## config.mk

```make
export PLATFORM = sky130hd
export DESIGN_NAME = recon_block_scheduler
export DESIGN_NICKNAME = d
export VERILOG_FILES = /design/src/rtl/recon_block_scheduler.sv
export SDC_FILE = /design/constraint.sdc
export NUM_CORES = 1
export LEC_CHECK = 0
export ABC_AREA = 1
export CORE_MARGIN = 2
export CORE_UTILIZATION = 35
export CTS_CLUSTER_DIAMETER = 150
export DETAILED_ROUTE_END_ITERATION = 10
export PLACE_DENSITY = 0.56
export SLEW_MARGIN = 30
export SYNTH_ARGS = -nofsm -noshare
export SYNTH_HDL_FRONTEND = slang
export SYNTH_SLANG_ARGS = --single-unit
```

## constraint.sdc

```tcl
create_clock -name clk -period 3.3 [get_ports clk]
set_input_delay 0.66 -clock clk [delete_from_list [all_inputs] [get_ports clk]]
set_output_delay 0.66 -clock clk [all_outputs]
set_load 0.02 [all_outputs]
```

## src/rtl/recon_block_scheduler.sv

```systemverilog
// recon_block_scheduler
// Raster-order sequencer between the reconstruction pipeline and the frame
// assembler. One block is accepted per handshake, tagged with the next raster
// block coordinate, and handed to the assembler with a one-cycle start pulse.
// The next block is not accepted until the assembler reports done.
//
//   state       | meaning
//   ------------+-----------------------------------------------------------
//   S_IDLE      | no frame active, waiting for frame_start
//   S_WAIT_BLK  | blk_ready high, waiting for an upstream block
//   S_ISSUE     | asm_start pulse, coordinates already presented
//   S_WAIT_DONE | assembler working, timeout timer running
//   S_FRAME_END | frame_done pulse after the last block of the frame
//   S_FAULT     | assembler timed out, waiting for frame_start
module recon_block_scheduler #(
  parameter int BLOCKS_X       = 80,
  parameter int BLOCKS_Y       = 60,
  parameter int COORD_WIDTH    = 10,
  parameter int TIMEOUT_CYCLES = 256
) (
  input  logic                   clk,
  input  logic                   reset_n,
  input  logic                   frame_start,
  input  logic                   blk_valid,
  output logic                   blk_ready,
  output logic                   asm_start,
  output logic [COORD_WIDTH-1:0] asm_block_x,
  output logic [COORD_WIDTH-1:0] asm_block_y,
  input  logic                   asm_done,
  output logic                   frame_done,
  output logic                   busy,
  output logic                   timeout_err,
  output logic                   restart_err
);

  // Timer counts down the remaining WAIT_DONE cycles; zero is the terminal count.
  localparam int TW = (TIMEOUT_CYCLES > 2) ? $clog2(TIMEOUT_CYCLES) : 1;
  localparam logic [TW-1:0]          TMR_LOAD = TW'(TIMEOUT_CYCLES - 1);
  localparam logic [TW-1:0]          TMR_ONE  = TW'(1);
  localparam logic [COORD_WIDTH-1:0] X_LAST   = COORD_WIDTH'(BLOCKS_X - 1);
  localparam logic [COORD_WIDTH-1:0] Y_LAST   = COORD_WIDTH'(BLOCKS_Y - 1);
  localparam logic [COORD_WIDTH-1:0] C_ONE    = COORD_WIDTH'(1);
  localparam logic [COORD_WIDTH-1:0] C_ZERO   = '0;

  typedef enum logic [2:0] {
    S_IDLE,
    S_WAIT_BLK,
    S_ISSUE,
    S_WAIT_DONE,
    S_FRAME_END,
    S_FAULT
  } state_t;

  state_t                   state_q, state_d;
  logic [COORD_WIDTH-1:0]   x_q, x_d, y_q, y_d;
  logic [TW-1:0]            tmr_q, tmr_d;
  logic                     terr_q, terr_d, rerr_q, rerr_d;

  // State, coordinate, timer and sticky error registers.
  always_ff @(posedge clk or negedge reset_n) begin
    if (!reset_n) begin
      state_q <= S_IDLE;
      x_q     <= '0;
      y_q     <= '0;
      tmr_q   <= '0;
      terr_q  <= 1'b0;
      rerr_q  <= 1'b0;
    end else begin
      state_q <= state_d;
      x_q     <= x_d;
      y_q     <= y_d;
      tmr_q   <= tmr_d;
      terr_q  <= terr_d;
      rerr_q  <= rerr_d;
    end
  end

  // Next-state, coordinate advance and handshake/pulse outputs.
  always_comb begin
    state_d    = state_q;
    x_d        = x_q;
    y_d        = y_q;
    tmr_d      = tmr_q;
    terr_d     = terr_q;
    rerr_d     = rerr_q;
    blk_ready  = 1'b0;
    asm_start  = 1'b0;
    frame_done = 1'b0;
    busy       = (state_q != S_IDLE);

    case (state_q)
      S_IDLE, S_FAULT: begin
        if (frame_start) begin
          state_d = S_WAIT_BLK;
          x_d     = C_ZERO;
          y_d     = C_ZERO;
          terr_d  = 1'b0;
          rerr_d  = 1'b0;
        end
      end
      S_WAIT_BLK: begin
        blk_ready = 1'b1;
        if (frame_start) begin
          state_d = S_WAIT_BLK;
          x_d     = C_ZERO;
          y_d     = C_ZERO;
          rerr_d  = 1'b1;
        end else if (blk_valid) begin
          state_d = S_ISSUE;
        end
      end
      S_ISSUE: begin
        asm_start = 1'b1;
        if (frame_start) begin
          state_d = S_WAIT_BLK;
          x_d     = C_ZERO;
          y_d     = C_ZERO;
          rerr_d  = 1'b1;
        end else begin
          state_d = S_WAIT_DONE;
          tmr_d   = TMR_LOAD;
        end
      end
      S_WAIT_DONE: begin
        if (frame_start) begin
          state_d = S_WAIT_BLK;
          x_d     = C_ZERO;
          y_d     = C_ZERO;
          rerr_d  = 1'b1;
        end else if (asm_done) begin
          // Last block goes straight back to (0,0) so y never steps past the frame.
          if (x_q == X_LAST && y_q == Y_LAST) begin
            state_d = S_FRAME_END;
            x_d     = C_ZERO;
            y_d     = C_ZERO;
          end else begin
            state_d = S_WAIT_BLK;
            if (x_q == X_LAST) begin
              x_d = C_ZERO;
              y_d = y_q + C_ONE;
            end else begin
              x_d = x_q + C_ONE;
            end
          end
        end else if (tmr_q == '0) begin
          state_d = S_FAULT;
          terr_d  = 1'b1;
        end else begin
          tmr_d = tmr_q - TMR_ONE;
        end
      end
      S_FRAME_END: begin
        frame_done = 1'b1;
        x_d        = C_ZERO;
        y_d        = C_ZERO;
        if (frame_start) begin
          state_d = S_WAIT_BLK;
          rerr_d  = 1'b1;
        end else begin
          state_d = S_IDLE;
        end
      end
      default: begin
        state_d = S_IDLE;
      end
    endcase
  end

  assign asm_block_x = x_q;
  assign asm_block_y = y_q;
  assign timeout_err = terr_q;
  assign restart_err = rerr_q;

endmodule
```

== Word-level counts from Yosys, hierarchy flattened ==
Cells that the tools add are included.
Widths: inputs -> output; s select.

* Register bits: 33
* Bits in latches: 0
* RAM bits: 0
* Memory bits (read-only): 0
* Input bits: 5
* Output and inout port bits: 26
* Word-level logic and storage cells: 81
* Memories: 0

* Add/sub/neg operators: 3
* Multiply operators: 0
* Divide/modulo/power cells: 0
* Order comparisons: 0
* Eq/ne operators: 19
* Shift-type cells: 0
* Multiplexer cells: 36
* Bitwise operators: 0
* Reduce and logical (&&, ||, !) cells: 17

{| class="wikitable"
|+ Operator list
! operator !! count
|-
| $mux 10 || 9
|-
| $pmux 10 s3 || 2
|-
| $mux 8 || 4
|-
| $mux 3 || 7
|-
| $add 10x1->10 const B || 2
|-
| $pmux 8 s2 || 1
|-
| $pmux 3 s5 || 1
|-
| $ne 2x2->1 const B || 6
|-
| $eq 10x6->1 const B || 1
|-
| $eq 10x7->1 const B || 1
|-
| $reduce_and 5->1 || 2
|-
| $mux 1 || 9
|-
| $reduce_and 3->1 || 3
|-
| $logic_not 8->1 || 1
|-
| $ne 4x4->1 const B || 2
|-
| $reduce_or 4->1 || 2
|-
| $sub 8x1->8 const B || 1
|-
| $eq 3x2->1 const B || 2
|-
| $eq 3x3->1 const B || 2
|-
| $ne 3x3->1 const B || 2
|-
| $reduce_bool 2->1 || 3
|-
| $reduce_bool 3->1 || 2
|-
| $ne 2x1->1 const B || 2
|-
| $pmux 1 s2 || 2
|-
| 6 further kinds || 6
|}

== Longest topological paths before layout ==
Gate-level depths: netlist of run 1.

* Word-level depth: 6
* Gate-level depth with buffers: 9
* Mapped depth without buffers: 9

== Least setup slack after synthesis of run 1 ==
No wires, ideal clock.

* Path type: reg2out
* Start point: reg state_q[1]
* End point: out blk_ready
* Data arrival time: 1099 ps
* Data required time: 2640 ps
* Path slack: 1541 ps
* Stages on the path, launching flop included: 3
* Buffers on the path: 1
* Cells stage by stage: dfrtp_1 buf_2 nor3_1

* Longest elaborated chain between the ends: 2

{| class="wikitable"
|+ RTL lines
! element !! RTL line !! text
|-
| start, declared || 54 || <nowiki>state_t state_q, state_d;</nowiki>
|-
| start signal, assigned || 69 || <nowiki>state_q <= state_d;</nowiki>
|-
| $eq 3x1->1 || 91 || <nowiki>case (state_q)</nowiki>
|-
| $mux 1 || 91 ||
|-
| end, declared || 25 || <nowiki>output logic blk_ready,</nowiki>
|}

No other way between the ends.

== Final worst setup path of run 1 ==
* Start point: reg state_q[0]
* End point: out blk_ready

The elaborated chain is that of the path after synthesis.

==> results of run 1 <==
-- final cells by class --
cell class                      instances  area, sq um  share of cell area
Multi-Input combinational cell        233         1180               0.442
Timing Repair Buffer                   31          308               0.115
Inverter                               46          175              0.0657
Sequential cell                        33          826               0.310
Clock buffer                            6         72.6              0.0272
Clock inverter                          2         10.0             0.00375
Tap cell                               77         96.3              0.0361
-- stage by stage --
stage	hold slack [ps]	cell area, sq um
global route	514	2670
CTS	484	2670
global placement	466	2580
detailed placement	472	2580
floorplan	364	2220
finish	480	2670
-- report_power, final --
part | internal (mW) | switching (mW) | total [mW] | leakage [nW]
registers | 0.486 | 0.0856 | 0.571 | 0.430
clock network | 0.146 | 0.152 | 0.298 | 0.0450
logic | 0.231 | 0.397 | 0.628 | 0.765
-- flip-flops by register name, summed over array words and instances, names as in the netlist --
signal / flops
asm_block_y: 10
timeout_err: 1
restart_err: 1
asm_block_x: 10
tmr_q: 8
state_q: 3
-- worst paths after layout --
path                                 from  depth (start not counted)        endpoint
max in group asynchronous         reset_n                          2      state_q[2]
hold / removal                   tmr_q[0]                          1        tmr_q[0]
hold reg to reg                  tmr_q[0]                          1        tmr_q[0]
min in group asynchronous         reset_n                          2  asm_block_y[0]
setup reg to reg           asm_block_x[0]                          8  asm_block_y[4]
setup / recovery               state_q[0]                          3       blk_ready
-- logic make-up (layout without fill, tap and decap cells) --
family	Yosys count	in the layout	synth area share
AOI/OAI and AO/OA	29	29	0.0750
xor gates and xnor gates	6	6	0.0237
adders and majority gates	3	3	0.0169
buffers and inverters	50	85	0.0964
DFF	33	33	0.372
and+or+nand+nor	195	195	0.416
-- Yosys cell counts --
master	instances	area share
o21ai_2	3	0.012
a21oi_1	7	0.016
buf_4	1	0.0034
nand4_1	13	0.037
xor2_1	4	0.016
inv_4	1	0.0028
nor3_1	5	0.011
nand3_1	23	0.052
nand3_4	1	0.0079
o21bai_1	1	0.0034
nor2_8	1	0.0090
xnor2_1	2	0.0079
nand3b_1	1	0.0034
o21ai_1	9	0.020
nand2_2	3	0.0085
nor3b_1	1	0.0034
dfrtp_1	33	0.37
nor2_1	42	0.071
inv_2	5	0.0085
nand2_1	91	0.15
nor2_2	5	0.014
nand2_4	3	0.015
buf_2	1	0.0023
ha_1	3	0.017
nor2_4	4	0.020
buf_6	1	0.0051
o21ai_0	7	0.016
buf_8	1	0.0068
inv_1	40	0.068
a21oi_2	2	0.0079
nand3_2	2	0.0090
-- worst max-delay path: cells and delay by family, from the launching register on --
family / cells / cell delay, ps
and+or+nand+nor: 1 / 270
buffers and inverters: 2 / 780
DFF: 1 / 480
-- layer usage --
layer / wire [um] / up-vias
met5: 0 / -
met4: 47 / 0
met3: 204 / 4
met2: 2390 / 35
met1: 2520 / 944
li1: - / 1068
==> impl_metrics.yaml, run 1 <==
clock_network:
  cts_buffers: 5
  cts_resized: 0
  cts_hold_buf: 0
  tritoncts: "built"
  clockRootBuffer: "clkbuf_8"
  cts_setup_buffers: 0
  clkSlewWorstSetupHoldPaths_ps: 60
  h-tree-depth: 2
  cts_sinks: 33
  clock_latency_ps: 290
  cts_max_path_buffers: 2
outcome:
  status: "finished, final reports clean"
finish:
  drive_above_1_share: 0.108
  area_growth_pct: 20.2
  num-fill-cells: 678
  n_antenna_cell: 0
  stdcell_count: 428
  final_cell_mix: "91 x nand2_1, 42 x nor2_1, 40 x inv_1"
  post-route-util: 0.427
  nNetsFinal: 358
  final_common_cell: "nand2_1"
floorplanning:
  core_area_sq_mm: 0.00624
  ioPinCount: 31
  rows: 29
  die_w_um: 83.6
  die_h_um: 83.6
  initial_core_util: 0.355
  fp.dieArea_sq_mm: 0.00699
setup_path:
  endpoint_kind: "primary output"
  arrival_ps: 1810
  crit_fanout: 6
  r2r_slack_ps: 1580
  cpMaxStageDelayCell: "clkdlybuf4s50_1"
  cp-start-kind: "flip-flop"
  cp.required_ps: 2640
  crit_chain: "inv_1 -> nor3_1 -> clkdlybuf4s50_1"
  cpPeakStageDelay_ps: 670
  crit_type: "flip-flop to primary output"
power:
  leakagePower_nw: 1.24
  irDropWorstVdd_v: 0.000324
  p_per_area_mw_per_mm2: 561
  finalPower_mw: 1.50
drt:
  drtIter0Drc: 94
  firstDrtPassIters: 4
  wirelength_um: 5160
  via_count: 2051
  drc: 0
  viasPerCell: 4.79
  wl_per_cell_um: 12.0
  postRouteAntennaNets: 0
sta:
  worst_slack_ps: 825
  max-slew-margin-rel: 0.714
  drv_slew: 0
  setup_tns_ps: 0
  fmax_ghz: 0.404
  rsz0062_at_grt: "no"
  worst_pin_slew_ps: 429
  hold_viol_final: 0
  final.min_clock_period_ps: 2470
  finalSetupViolations: 0
  fin_skew_ps: 3.91
  period_share: 0.750
global_route:
  grt_max_degree: 34
  grt_use_met1: 0.211
  grt_util_met3: 0.0455
  antenna_found_initial: 0
  grt.busiest_layer: "met2"
  grt_use_total: 0.160
  grtUsageMet2: 0.257
  grt_pass1_vias: 1928
  grt_pass1_wl_um: 9020
  overflow: 0
logic_synthesis:
  syn_area_per_cell_sq_um: 7.02
  synth_nets: 324
  synth_cell_types: 31
  netlist_area_sq_mm: 0.00222
  ys_seq_elements: 33
  yosysWarnings: 0
  syn-instance-count: 316
  ys_seq_area_frac: 0.372
placed_design:
  dp.cells: 420
  dp.final_hpwl_um: 3830
  port_buffers: 30
  place_ws_ps: 858
  gp_congestion: 0.796
hold_path:
  min_path_type: "flip-flop to flip-flop"
run:
  drv_cap: 0
Note: power is estimated with default switching activity, not from simulation.
==> inputs of run 2 (changes only) <==
- clock period: 3.3 -> 2.5 ns (I/O delays scaled with it)
==> run 2 against run 1 <==
Die area is the same. Register-to-register slack lost 780 ps. Cell count grew 0.23%. Worst hold slack got worse by 5.0 ps. Non-clock buffer count increased by 1. Clock power grew 36%.
==> impl_metrics.yaml, run 2 (synthesized netlist as in run 1, its figures left out) <==
setup_path:
  r2r_slack_ps: 800
  endpoint_kind: "primary output"
  cp-start-kind: "flip-flop"
  r2r_cells: 8
  arrival_ps: 1840
  cp.required_ps: 2000
  crit_fanout: 6
  crit_type: "flip-flop to primary output"
global_route:
  grt_pass1_wl_um: 9070
  overflow: 0
  grt_use_total: 0.160
  grt_pass1_vias: 1984
  grt_max_degree: 34
  antenna_found_initial: 0
drt:
  drtIter0Drc: 81
  postRouteAntennaNets: 0
  firstDrtPassIters: 4
  wirelength_um: 5090
  viasPerCell: 4.77
  wl_per_cell_um: 11.9
  drc: 0
  via_count: 2045
placed_design:
  port_buffers: 30
  dp.final_hpwl_um: 3800
  gp_congestion: 0.804
sta:
  fmax_ghz: 0.427
  rsz0062_at_grt: "no"
  finalSetupViolations: 0
  drv_slew: 0
  setup_tns_ps: 0
  fin_skew_ps: 4.17
  final.min_clock_period_ps: 2340
  max-slew-margin-rel: 0.709
  period_share: 0.936
  worst_pin_slew_ps: 437
  hold_viol_final: 0
power:
  p_per_area_mw_per_mm2: 745
  irDropWorstVdd_v: 0.000468
  finalPower_mw: 1.99
  leakagePower_nw: 1.25
finish:
  final_cell_mix: "91 x nand2_1, 42 x nor2_1, 40 x inv_1"
  final_common_cell: "nand2_1"
  n_antenna_cell: 0
  area_growth_pct: 20.5
  nNetsFinal: 359
  drive_above_1_share: 0.111
floorplanning:
  die_h_um: 83.6
  initial_core_util: 0.355
  die_w_um: 83.6
  fp.dieArea_sq_mm: 0.00699
  rows: 29
  ioPinCount: 31
  core_area_sq_mm: 0.00624
run:
  drv_cap: 0
clock_network:
  h-tree-depth: 2
  cts_hold_buf: 0
  cts_resized: 0
  cts_setup_buffers: 0
  clockRootBuffer: "clkbuf_8"
  clkSlewWorstSetupHoldPaths_ps: 70
  cts_sinks: 33
  cts_max_path_buffers: 2
  tritoncts: "built"
  cts_buffers: 5
  clock_latency_ps: 290
hold_path:
  min_path_type: "flip-flop to flip-flop"
  holdPathStages: 1
outcome:
  status: "finished, final reports clean"
[run 2: final timing paths]
path                       startpoint        endpoint
min                          tmr_q[0]        tmr_q[0]
min in group asynchronous     reset_n  asm_block_y[4]
min reg2reg                  tmr_q[0]        tmr_q[0]
max in group asynchronous     reset_n  asm_block_x[5]
max reg2reg                  tmr_q[0]        tmr_q[4]
max                        state_q[0]       blk_ready
[run 2: report_power, final]
part           total (mW)  leakage [nW]  switching [mW]  internal [mW]
clock               0.406        0.0450           0.213          0.193
combinational       0.833         0.770           0.527          0.306
sequential          0.753         0.430           0.113          0.641
total                1.99          1.25           0.853           1.14
[run 2: layout make-up]
type,count,area [sq um]
Tap cell,77,96.3
Timing Repair Buffer,32,315
Inverter,46,175
Multi-Input combinational cell,233,1180
Fill cell,651,3570
Clock inverter,2,10.0
Clock buffer,6,72.6
Sequential cell,33,826
[run 2: routing by layer]
layer  track usage  routed length, um  vias up
met5             0                  0        -
met4        0.0572                 56        0
met3        0.0307                186        6
met2         0.263               2490       31
met1         0.209               2360      937
li1              -                  -     1071
[run 2: worst max-delay path, stage by stage, from the launching register on]
cell and delay, ps:
dfrtp_1 480, inv_1 110, nor3_1 280, clkdlybuf4s50_1 670
[run 2: stage by stage]
stage | area (sq um) | worst slack, ps | std cells | hold slack (ps) | utilization
5_1_grt | 2670 | 76.7 | 429 | 517 | 0.428
3_3_place_gp | 2590 | 375 | 421 | 465 | 0.415
2_1_floorplan | 2220 | 874 | 316 | 204 | -
4_1_cts | 2670 | 131 | 429 | 479 | 0.428
6_report | 2670 | 159 | 429 | 475 | 0.428
3_5_place_dp | 2590 | 347 | 421 | 466 | 0.415
==> inputs of run 3 (changes only) <==
- CTS_BUF_LIST: unset -> sky130_fd_sc_hd__clkbuf_4 sky130_fd_sc_hd__clkbuf_8 sky130_fd_sc_hd__clkbuf_16
==> run 3 against run 2 <==
Worst hold slack did not move. Critical path depth did not move. Worst setup slack barely moved. Combinational power barely moved. Via count rose by 0.20%. Cell count did not move. Sequential power barely moved. Highest routed layer unchanged.
==> impl_metrics.yaml, run 3 (synthesized netlist as in run 1, its figures left out) <==
global_route:
  antenna_found_initial: 0
  grt_pass1_vias: 1986
  grt_max_degree: 34
  grt_use_total: 0.160
  overflow: 0
  grt_pass1_wl_um: 9070
clock_network:
  cts_setup_buffers: 0
  clockRootBuffer: "clkbuf_8"
  cts_sinks: 33
  cts_buffers: 5
  clock_latency_ps: 290
  h-tree-depth: 2
  tritoncts: "built"
  clkSlewWorstSetupHoldPaths_ps: 70
  cts_hold_buf: 0
  cts_max_path_buffers: 2
  cts_resized: 0
sta:
  finalSetupViolations: 0
  period_share: 0.936
  hold_ws_ps: 475
  max-slew-margin-rel: 0.710
  hold_viol_final: 0
  final.min_clock_period_ps: 2340
  rsz0062_at_grt: "no"
  drv_slew: 0
  worst_pin_slew_ps: 435
  fmax_ghz: 0.427
  worst_slack_ps: 159
  fin_skew_ps: 4.17
  setup_tns_ps: 0
finish:
  stdcell_count: 429
  final_cell_mix: "91 x nand2_1, 42 x nor2_1, 40 x inv_1"
  n_antenna_cell: 0
  area_growth_pct: 20.7
  final_common_cell: "nand2_1"
  drive_above_1_share: 0.114
  post-route-util: 0.429
  fin_area_sq_mm: 0.00268
  num-fill-cells: 653
  nNetsFinal: 359
run:
  drv_cap: 0
floorplanning:
  ioPinCount: 31
  core_area_sq_mm: 0.00624
  die_h_um: 83.6
  die_w_um: 83.6
  rows: 29
  initial_core_util: 0.355
  fp.dieArea_sq_mm: 0.00699
setup_path:
  crit_type: "flip-flop to primary output"
  cp.required_ps: 2000
  arrival_ps: 1840
  cp-start-kind: "flip-flop"
  crit_fanout: 6
  endpoint_kind: "primary output"
outcome:
  status: "finished, final reports clean"
drt:
  via_count: 2049
  postRouteAntennaNets: 0
  drc: 0
  firstDrtPassIters: 4
  drtIter0Drc: 91
  viasPerCell: 4.78
  wirelength_um: 5100
  wl_per_cell_um: 11.9
placed_design:
  dp.final_hpwl_um: 3800
  place_area_sq_mm: 0.00259
  gp_congestion: 0.804
  dp.cells: 421
  port_buffers: 30
  place_ws_ps: 347
power:
  leakagePower_nw: 1.25
  irDropWorstVdd_v: 0.000468
  p_per_area_mw_per_mm2: 748
  finalPower_mw: 2.00
hold_path:
  min_path_type: "flip-flop to flip-flop"
[run 3: cell count changes in the layout (fill, tap and decap cells not counted)]
cell / change
clkbuf_1: -1
clkbuf_4: +1
[run 3: worst max-delay path, cell delays in order, from the launching register on]
cell             delay (ps)
dfrtp_1                 480
inv_1                   110
nor3_1                  280
clkdlybuf4s50_1         670
[run 3: path summary, 6_finish.rpt]
check                      slack, ps        from             end  cells past startpoint
min                              470    tmr_q[0]        tmr_q[0]                      1
max in group asynchronous       1570     reset_n  asm_block_x[1]                      2
max                              160  state_q[0]       blk_ready                      3
min in group asynchronous        610     reset_n  asm_block_y[4]                      2
max reg2reg                      800    tmr_q[0]        tmr_q[4]                      8
min reg2reg                      470    tmr_q[0]        tmr_q[0]                      1
[run 3: cell type report]
type                            count  area, sq um  share of cell area
Clock inverter                      2         10.0             0.00374
Timing Repair Buffer               32          315               0.118
Clock buffer                        6         76.3              0.0285
Sequential cell                    33          826               0.308
Multi-Input combinational cell    233         1180               0.440
Inverter                           46          175              0.0654
Tap cell                           77         96.3              0.0360
[run 3: routing by layer]
| layer | GRT usage | vias up | share of wire |
|---|---|---|---|
| li1 | - | 1071 | - |
| met1 | 0.209 | 941 | 0.46 |
| met2 | 0.263 | 31 | 0.49 |
| met3 | 0.0307 | 6 | 0.036 |
| met4 | 0.0572 | 0 | 0.011 |
| met5 | 0 | - | 0 |
[run 3: where the power goes]
group | switching, mW | internal (mW)
logic | 0.527 | 0.306
clock network | 0.213 | 0.204
registers | 0.113 | 0.641
total | 0.853 | 1.15
